$ cat config.mk
export PLATFORM = sky130hd
export DESIGN_NAME = rf_wb_arbiter_flat
export DESIGN_NICKNAME = d
export VERILOG_FILES = /design/src/rtl/rf_wb_arbiter_if.sv /design/src/rtl/rf_wb_arbiter.sv /design/src/flat_wrapper.sv
export SDC_FILE = /design/constraint.sdc
export NUM_CORES = 1
export LEC_CHECK = 0
export CAP_MARGIN = 40
export CORE_MARGIN = 3
export CORE_UTILIZATION = 45
export DETAILED_ROUTE_END_ITERATION = 8
export PLACE_DENSITY = 0.73
export SKIP_LAST_GASP = 1
export SYNTH_ARGS = -nofsm -noshare
export SYNTH_HDL_FRONTEND = slang
export SYNTH_SLANG_ARGS = --single-unit
export TNS_END_PERCENT = 1
$ cat constraint.sdc
create_clock -name clk -period 6.39 [get_ports clk]
set_input_delay 1.278 -clock clk [delete_from_list [all_inputs] [get_ports clk]]
set_output_delay 1.278 -clock clk [all_outputs]
set_load 0.005 [all_outputs]
$ cat src/rtl/rf_wb_arbiter_if.sv
// Writeback-arbiter bus bundle.
// Groups the requester handshake, the registered regfile write command, the issue-side
// scoreboard update and the scoreboard output.
//   req_valid/req_id/req_data : per-requester write requests (requester -> arbiter)
//   req_ready                 : per-requester grant (arbiter -> requester)
//   wr_valid/wr_id/wr_data    : registered regfile write command (arbiter -> regfile)
//   issue_valid/id/src        : destination being issued and its producing requester
//   busy                      : per-register pending-write scoreboard
interface rf_wb_arbiter_if #(
  parameter int unsigned NREQ     = 3,
  parameter int unsigned CREG_NUM = 32,
  parameter int unsigned ID_W     = 5,
  parameter int unsigned SRC_W    = 2
);
  logic [NREQ-1:0]           req_valid;
  logic [NREQ-1:0][ID_W-1:0] req_id;
  logic [NREQ-1:0][31:0]     req_data;
  logic [NREQ-1:0]           req_ready;

  logic                      wr_valid;
  logic [ID_W-1:0]           wr_id;
  logic [31:0]               wr_data;

  logic                      issue_valid;
  logic [ID_W-1:0]           issue_id;
  logic [SRC_W-1:0]          issue_src;

  logic [CREG_NUM-1:0]       busy;

  // Arbiter side.
  modport slave (
    input  req_valid, req_id, req_data, issue_valid, issue_id, issue_src,
    output req_ready, wr_valid, wr_id, wr_data, busy
  );

  // Requester / issue / regfile side.
  modport master (
    output req_valid, req_id, req_data, issue_valid, issue_id, issue_src,
    input  req_ready, wr_valid, wr_id, wr_data, busy
  );
endinterface

$ cat src/rtl/rf_wb_arbiter.sv
// Round-robin arbiter for the single register-file write port, plus a pending-write
// scoreboard with owner tags for RAW stall detection.
//   clk    : clock
//   resetn : asynchronous active-low reset
//   io_bus : rf_wb_arbiter_if.slave -- requests in, grants out, registered write command
//            out, issue updates in, busy scoreboard out
module rf_wb_arbiter #(
  parameter int unsigned NREQ     = 3,
  parameter int unsigned CREG_NUM = 32,
  parameter int unsigned ID_W     = 5,
  parameter int unsigned SRC_W    = 2
) (
  input  logic                 clk,
  input  logic                 resetn,
  rf_wb_arbiter_if.slave       io_bus
);

  logic [SRC_W-1:0]                r_rr;
  logic                            r_wr_valid;
  logic [ID_W-1:0]                 r_wr_id;
  logic [31:0]                     r_wr_data;
  logic [SRC_W-1:0]                r_wr_src;
  logic [CREG_NUM-1:0]             r_busy;
  logic [CREG_NUM-1:0][SRC_W-1:0]  r_owner;

  logic [NREQ-1:0]                 w_grant;
  logic [SRC_W-1:0]                w_gidx;
  logic [SRC_W-1:0]                w_scan;
  logic                            w_found;
  logic [SRC_W-1:0]                w_rr_next;
  logic [ID_W-1:0]                 w_sel_id;
  logic [31:0]                     w_sel_data;

  // Scan from r_rr upward, wrapping; the first valid requester wins.
  always_comb begin
    w_grant = '0;
    w_gidx  = '0;
    w_found = 1'b0;
    w_scan  = '0;
    for (int unsigned k = 0; k < NREQ; k++) begin
      w_scan = SRC_W'((k + 32'(r_rr)) % NREQ);
      if (!w_found && io_bus.req_valid[w_scan]) begin
        w_found         = 1'b1;
        w_grant[w_scan] = 1'b1;
        w_gidx          = w_scan;
      end
    end
  end

  always_comb begin
    w_rr_next  = (w_gidx == SRC_W'(NREQ - 1)) ? '0 : w_gidx + 1'b1;
    w_sel_id   = io_bus.req_id[w_gidx];
    w_sel_data = io_bus.req_data[w_gidx];
  end

  // Pointer and write stage. A grant to r0 is consumed but never reaches the regfile.
  always_ff @(posedge clk or negedge resetn) begin
    if (!resetn) begin
      r_rr       <= '0;
      r_wr_valid <= 1'b0;
      r_wr_id    <= '0;
      r_wr_data  <= '0;
      r_wr_src   <= '0;
    end else begin
      r_wr_valid <= w_found && (w_sel_id != '0);
      if (w_found) begin
        r_rr      <= w_rr_next;
        r_wr_id   <= w_sel_id;
        r_wr_data <= w_sel_data;
        r_wr_src  <= w_gidx;
      end
    end
  end

  // Scoreboard. Only the most recent issuer of a register may clear it, so a late write
  // from a superseded producer leaves the hazard in place. Issue beats clear on the same
  // register at the same edge. Register 0 never becomes busy.
  always_ff @(posedge clk or negedge resetn) begin
    if (!resetn) begin
      r_busy  <= '0;
      r_owner <= '0;
    end else begin
      for (int unsigned i = 0; i < CREG_NUM; i++) begin
        if (i != 0 && io_bus.issue_valid && io_bus.issue_id == ID_W'(i)) begin
          r_busy[i]  <= 1'b1;
          r_owner[i] <= io_bus.issue_src;
        end else if (i != 0 && r_wr_valid && r_wr_id == ID_W'(i) &&
                     r_wr_src == r_owner[i] && r_busy[i]) begin
          r_busy[i] <= 1'b0;
        end
      end
    end
  end

  assign io_bus.req_ready = w_grant;
  assign io_bus.wr_valid  = r_wr_valid;
  assign io_bus.wr_id     = r_wr_id;
  assign io_bus.wr_data   = r_wr_data;
  assign io_bus.busy      = r_busy;

endmodule

$ cat src/flat_wrapper.sv
// flat-port wrapper written by rule: the top's interface ports become plain ports
module rf_wb_arbiter_flat 
#(
  parameter int unsigned NREQ     = 3,
  parameter int unsigned CREG_NUM = 32,
  parameter int unsigned ID_W     = 5,
  parameter int unsigned SRC_W    = 2
)
  (clk, resetn, io_bus_req_valid, io_bus_req_id, io_bus_req_data, io_bus_issue_valid, io_bus_issue_id, io_bus_issue_src, io_bus_req_ready, io_bus_wr_valid, io_bus_wr_id, io_bus_wr_data, io_bus_busy);
  rf_wb_arbiter_if #(.NREQ(NREQ), .CREG_NUM(CREG_NUM), .ID_W(ID_W), .SRC_W(SRC_W)) io_bus_i ();
  input  logic clk;
  input  logic resetn;
  input wire logic [$bits(io_bus_i.req_valid)-1:0] io_bus_req_valid;
  input wire logic [$bits(io_bus_i.req_id)-1:0] io_bus_req_id;
  input wire logic [$bits(io_bus_i.req_data)-1:0] io_bus_req_data;
  input wire logic [$bits(io_bus_i.issue_valid)-1:0] io_bus_issue_valid;
  input wire logic [$bits(io_bus_i.issue_id)-1:0] io_bus_issue_id;
  input wire logic [$bits(io_bus_i.issue_src)-1:0] io_bus_issue_src;
  output wire logic [$bits(io_bus_i.req_ready)-1:0] io_bus_req_ready;
  output wire logic [$bits(io_bus_i.wr_valid)-1:0] io_bus_wr_valid;
  output wire logic [$bits(io_bus_i.wr_id)-1:0] io_bus_wr_id;
  output wire logic [$bits(io_bus_i.wr_data)-1:0] io_bus_wr_data;
  output wire logic [$bits(io_bus_i.busy)-1:0] io_bus_busy;
  assign io_bus_i.req_valid = io_bus_req_valid;
  assign io_bus_i.req_id = io_bus_req_id;
  assign io_bus_i.req_data = io_bus_req_data;
  assign io_bus_i.issue_valid = io_bus_issue_valid;
  assign io_bus_i.issue_id = io_bus_issue_id;
  assign io_bus_i.issue_src = io_bus_issue_src;
  assign io_bus_req_ready = io_bus_i.req_ready;
  assign io_bus_wr_valid = io_bus_i.wr_valid;
  assign io_bus_wr_id = io_bus_i.wr_id;
  assign io_bus_wr_data = io_bus_i.wr_data;
  assign io_bus_busy = io_bus_i.busy;
  rf_wb_arbiter #(.NREQ(NREQ), .CREG_NUM(CREG_NUM), .ID_W(ID_W), .SRC_W(SRC_W)) u_core (.clk(clk), .resetn(resetn), .io_bus(io_bus_i));
endmodule
Word-level counts from Yosys, hierarchy flattened
Cells that the tools add are included.
{"block": "totals", "ff_bits": 135, "inputBits": 124, "output_inout_bits": 73, "word_cells": 428}
{"block": "op_classes", "add_sub_neg": 3, "div": 3, "n_lt_le_gt_ge": 7, "n_eq_ne": 94, "mux": 88, "bitwise": 2, "reduce_logical": 164}
{"op": "== test 5 bit, second input constant", "count": 32}
{"op": "logical AND 1 bit", "count": 130}
{"op": "== test 5 x 4 -> 1 bit, second input constant", "count": 16}
{"op": "two-way mux 1 bit", "count": 71}
{"op": "binary-select mux 32 bit (select 2 bit)", "count": 1}
{"op": "remainder unit 32 x 2 -> 32 bit, second input constant", "count": 2}
{"op": "== test 2 bit", "count": 31}
{"op": "nonzero test 2 bit", "count": 31}
{"op": "== test 5 x 3 -> 1 bit, second input constant", "count": 8}
{"op": "remainder unit 2 x 2 -> 32 bit, second input constant", "count": 1}
{"op": "two-way mux 32 bit", "count": 1}
{"op": "== test 5 x 2 -> 1 bit, second input constant", "count": 4}
{"op": "< comparator 2 x 3 -> 1 bit, second input constant", "count": 4}
{"op": "binary-select mux 5 bit (select 2 bit)", "count": 1}
{"op": "== test 5 x 1 -> 1 bit, second input constant", "count": 2}
{"op": "two-way mux 3 bit", "count": 3}
{"op": "two-way mux 2 bit", "count": 4}
{"op": "binary-select mux 1 bit (select 2 bit)", "count": 3}
{"op": "demux 1 bit (select 2 bit)", "count": 3}
{"op": ">= comparator 2 x 1 -> 1 bit, second input constant", "count": 3}
{"op": "bitwise OR 3 bit", "count": 2}
{"op": "two-way mux 5 bit", "count": 1}
{"op": "nonzero test 5 bit", "count": 1}
{"op": "adder 1 x 2 -> 3 bit, first input constant", "count": 1}
{"op": "4 further kinds", "count": 5}

Depth between registers and ports, before layout
{"block": "logic_depth", "ltp_word": 14, "mapped_depth": 10, "ltp_nobuf": 8}

Least setup slack after synthesis
No wires, ideal clock.
{"block": "synth_timing", "kind": "input port to output port", "startpoint": "input io_bus_req_valid[2]", "endpoint": "output io_bus_req_ready[1]", "arrival_ns": 2.182, "required_ns": 5.112, "slack_ns": 2.930, "cell_stages": 6, "cell_sequence": "buf_2 nand2_1 o22ai_2 nor2_1 o2bb2a_1 a21oi_1"}
{"block": "synth_via", "elab_chain_len": 9}
{"item": "start, declared", "line": "flat_wrapper.sv:13", "source": "input wire logic [$bits(io_bus_i.req_valid)-1:0] io_bus_req_valid;"}
{"item": "binary-select mux 1 bit (select 2 bit)", "line": "rf_wb_arbiter.sv:42", "source": "if (!w_found && io_bus.req_valid[w_scan]) begin"}
{"item": "two-way mux 1 bit (not written as such)", "line": "rf_wb_arbiter.sv:42"}
{"item": "two-way mux 1 bit", "line": "rf_wb_arbiter.sv:42"}
{"item": "logical NOT 1 bit", "line": "rf_wb_arbiter.sv:42"}
{"item": "logical AND 1 bit", "line": "rf_wb_arbiter.sv:42"}
{"item": "two-way mux 1 bit", "line": "rf_wb_arbiter.sv:42"}
{"item": "logical NOT 1 bit", "line": "rf_wb_arbiter.sv:42"}
{"item": "logical AND 1 bit", "line": "rf_wb_arbiter.sv:42"}
{"item": "two-way mux 3 bit (*)", "line": "rf_wb_arbiter.sv:42"}
{"item": "end, declared", "line": "flat_wrapper.sv:19", "source": "output wire logic [$bits(io_bus_i.req_ready)-1:0] io_bus_req_ready;"}
Every way passes the cells marked *; elsewhere a longest branch is shown, timed or not. The select of a mux whose other input is x is not followed.

Worst setup path after layout
Same ends and word-level chain as after synthesis.

==> results.txt <==
* Run status: complete, no violations
- The worst setup path is launched from an input port.
- Worst IR Drop VDD: 335 uV
- Of the total power, the share spent switching nets is 0.366.
- Number of buffers inserted during clock tree synthesis: 17
- Number of distinct library cells after synthesis: 53
* Final Util: 0.653
- Final WL: 19800 um
* Worst EP arrival: about 3400 ps
- Number of synthesized register bits: around 140
- Setup repair after global routing missed its margin: false
- Clock network latency to the later pin of the worst-skew pair: 420 ps
* Final hold violation count: 0
- After technology mapping, the gate count stands at 613.
- H-Tree Depth: 4
- In the final design database the tool counted 925 nets.
* Cell area after synthesis: 6890 um^2
* Syn. warnings: 1
* DP HPWL: 14500 um
- Area of the core: 14800 um^2
- The via count of the first global-routing pass is just under 6000.
* DIE WIDTH: 130 um
- Internal Pwr Total: 2.98 mW
- In the synthesized netlist the dominant register cell turns out to be dfrtp_1.
- In the final layout, the share of cells above drive strength 1 is 0.142.
* Summed negative setup slack over all endpoints: 0 ps
- Max-slew headroom at the worst pin: 0.547
* Die area: roughly 17000 um^2
- The startpoint identified for the worst hold timing path is u_core.io_bus.busy[28]$_DFFE_PN0P_.
- Share of the clock period used by the worst path: 0.727
- Number of antenna violations at the first check in global routing: 0
- Number of enable-type register cells in the synthesized netlist: 0
- Leading cell types by count after synthesis: 135 x dfrtp_1, 62 x mux2_2, 55 x xor2_1, 44 x nand2_1, 36 x mux2i_1
- The number of nets in the synthesized netlist is 741.
* Seq pwr share: 0.300
- Dividing the detail-routed wire length by the instance count gives 19.9 um.
- Largest area contributor in the synthesized netlist: dfrtp_1
- Most common cell in the netlist: dfrtp_1
- Number of buffers added on ports: 195
* PwrDens: 488 nW/um^2
- The tool flagged a number of max-cap violations equal to 0.
* Detailed-route via count: 5630
- Clock power frac: 0.223
* Minimum clock period after layout: 4650 ps
* Sinks on Clock Net: 135
- Crit Path Max Fanout: 9
- For the pin with the worst max-slew slack, the measured transition is 676 ps.
- Entering global routing, the biggest net connects 65 pins.
* Category of the worst setup path capture point: output port
- Ant diodes: 0
* Maximum root-to-sink buffer count: 2
- In the routed layout, each cell is associated on average with a via count of 5.66.
* Comb pwr share: 0.476
- The share of synthesized area in the top cell type comes to 0.491.
- Peak clock frequency supported by timing: 215 MHz
- Path type of the worst setup path: input port to output port
- TritonCTS clock tree: yes
- Across the routed clock network, the largest skew measured is 9.08 ps.
- The floorplan step set the die height to ~130 um.
- Compared with the post-synthesis result, the final layout area differs by 39.9%.
- Starting density of the core: 0.467
* CP required: 5110 ps
* Cts repair resizes: 0
- Mean Syn Cell Area: 11.2 um^2
- Initial drt markers: roughly 420
* First-pass GRT wire length: 30900 um
* Number of buffers added for setup after CTS: 0
- Gpl congestion: 0.858
- Std-Cell Rows: 44
* Pleak: about 4.2 nW
* Hold-fix buffers at CTS: 0
- Post-synthesis sequential area ratio: 0.491
- First-pass iteration count of the detailed router: 5
- Setup violations remaining at the end of the flow were counted as 0.
- Sorting the synthesized cells by area gives the leading types as dfrtp_1 49%, mux2_2 10%, xor2_1 7.0%.
* Worst R2R Start: u_core.r_rr[0]$_DFFE_PN0P_
* All-layer global routing usage: 0.238
- Summed over all layers, the global routing overflow is 0.
- Setup crit start: io_bus_req_valid[2]
* CTS clk-pin slew, worst paths: 50 ps
* Async set or reset register ratio after synthesis: 1.00
* Worst hold path class: flip-flop to flip-flop
* Cell chosen for the clock root: clkbuf_16
- The number of max-slew violations in the final report was 0.
* Switching power of the nets: 1.72 mW
* Number of top-level design ports: 197
* Antenna Violating Nets Remaining: 0
* Count of unresolved DRC violations after routing: 0
-- metrics by stage --
stage | power (mW) | setup WS [ps] | instances | cell area [um^2] | hold WS, ps
CTS | 4.74 | 1770 | 994 | 9630 | 492
detailed placement | 3.67 | 1790 | 962 | 9000 | 480
global placement | 3.58 | 1820 | 958 | 8920 | 467
floorplan | 2.74 | 2930 | 613 | 6890 | 474
global route | 5.00 | 1650 | 994 | 9630 | 506
finish | 4.70 | 1740 | 994 | 9630 | 480
-- metal layers --
metal / up-vias / GRT usage / part of all wire / wire length [um]
li1: 2593 / - / - / -
met2: 244 / 0.405 / 0.50 / 9850
met5: - / 0 / 0 / 0
met3: 26 / 0.0774 / 0.078 / 1550
met1: 2767 / 0.288 / 0.40 / 7940
met4: 0 / 0.0746 / 0.022 / 444
-- critical path: stages --
cell             delay [ps]
clkdlybuf4s50_1         680
and3b_1                 250
a21oi_1                  70
nor2_1                  130
o2bb2a_1                240
a21oi_1                 170
clkdlybuf4s50_1         540
-- cell usage in the layout (no fill, tap or decap), drive strengths merged, types with 7 or more instances in the layout --
cell           synthesis  routed
clkdlybuf4s50          0     194
dfrtp                135     135
mux2                  67      67
xor2                  55      55
o21ai                 52      52
nand2                 45      45
mux2i                 36      36
a22oi                 33      33
nor2                  26      26
o41ai                 24      24
clkbuf                15      18
nand2b                12      12
buf                   24      10
a21oi                  9       9
nor2b                  8       8
xnor2                  7       7
clkinv                 0       7
inv                    6       7
-- sequential cells by signal, indices dropped and copies added, names as in the netlist --
signal,count
u_core.io_bus.busy,31
u_core.io_bus.wr_data,32
u_core.io_bus.wr_id,5
u_core.io_bus.wr_valid,1
u_core.r_owner,62
u_core.r_rr,2
u_core.r_wr_src,2
-- power by group through the flow --
stage          combinational [mW]  clock (mW)  sequential [mW]
2_1_floorplan                1.37           0             1.37
3_3_place_gp                 2.17           0             1.41
3_5_place_dp                 2.25           0             1.42
4_1_cts                      2.26        1.07             1.41
5_1_grt                      2.44        1.11             1.45
6_report                     2.24        1.05             1.41
-- worst paths after layout --
path	end	slack (ps)	cells past startpoint
setup reg to reg	u_core.io_bus.wr_data[31]$_DFFE_PN0P_	3640	8
hold reg to reg	u_core.io_bus.busy[28]$_DFFE_PN0P_	480	1
min in group asynchronous	u_core.r_owner[36]$_DFFE_PN0P_	830	1
hold / removal	u_core.io_bus.busy[28]$_DFFE_PN0P_	480	1
max in group asynchronous	u_core.io_bus.wr_data[22]$_DFFE_PN0P_	4530	3
setup / recovery	io_bus_req_ready[1]	1740	7
-- cells by family after synthesis --
| group | after synthesis | share of synthesized area |
|---|---|---|
| other | 1 | 0.000545 |
| and+or+nand+nor | 121 | 0.0870 |
| AOI/OAI and AO/OA | 142 | 0.142 |
| muxes | 103 | 0.162 |
| buffers and inverters | 45 | 0.0316 |
| adders and majority gates | 4 | 0.00727 |
| xor gates and xnor gates | 62 | 0.0789 |
| DFF | 135 | 0.491 |
-- final cells by class --
class	instances	area [um^2]
Clock buffer	18	429
Clock inverter	14	205
Fill cell	1169	5120
Inverter	6	22.5
Multi-Input combinational cell	433	3300
Sequential cell	135	3380
Tap cell	184	230
Timing Repair Buffer	204	2070
No activity file was read; power rests on OpenSTA's default activity.
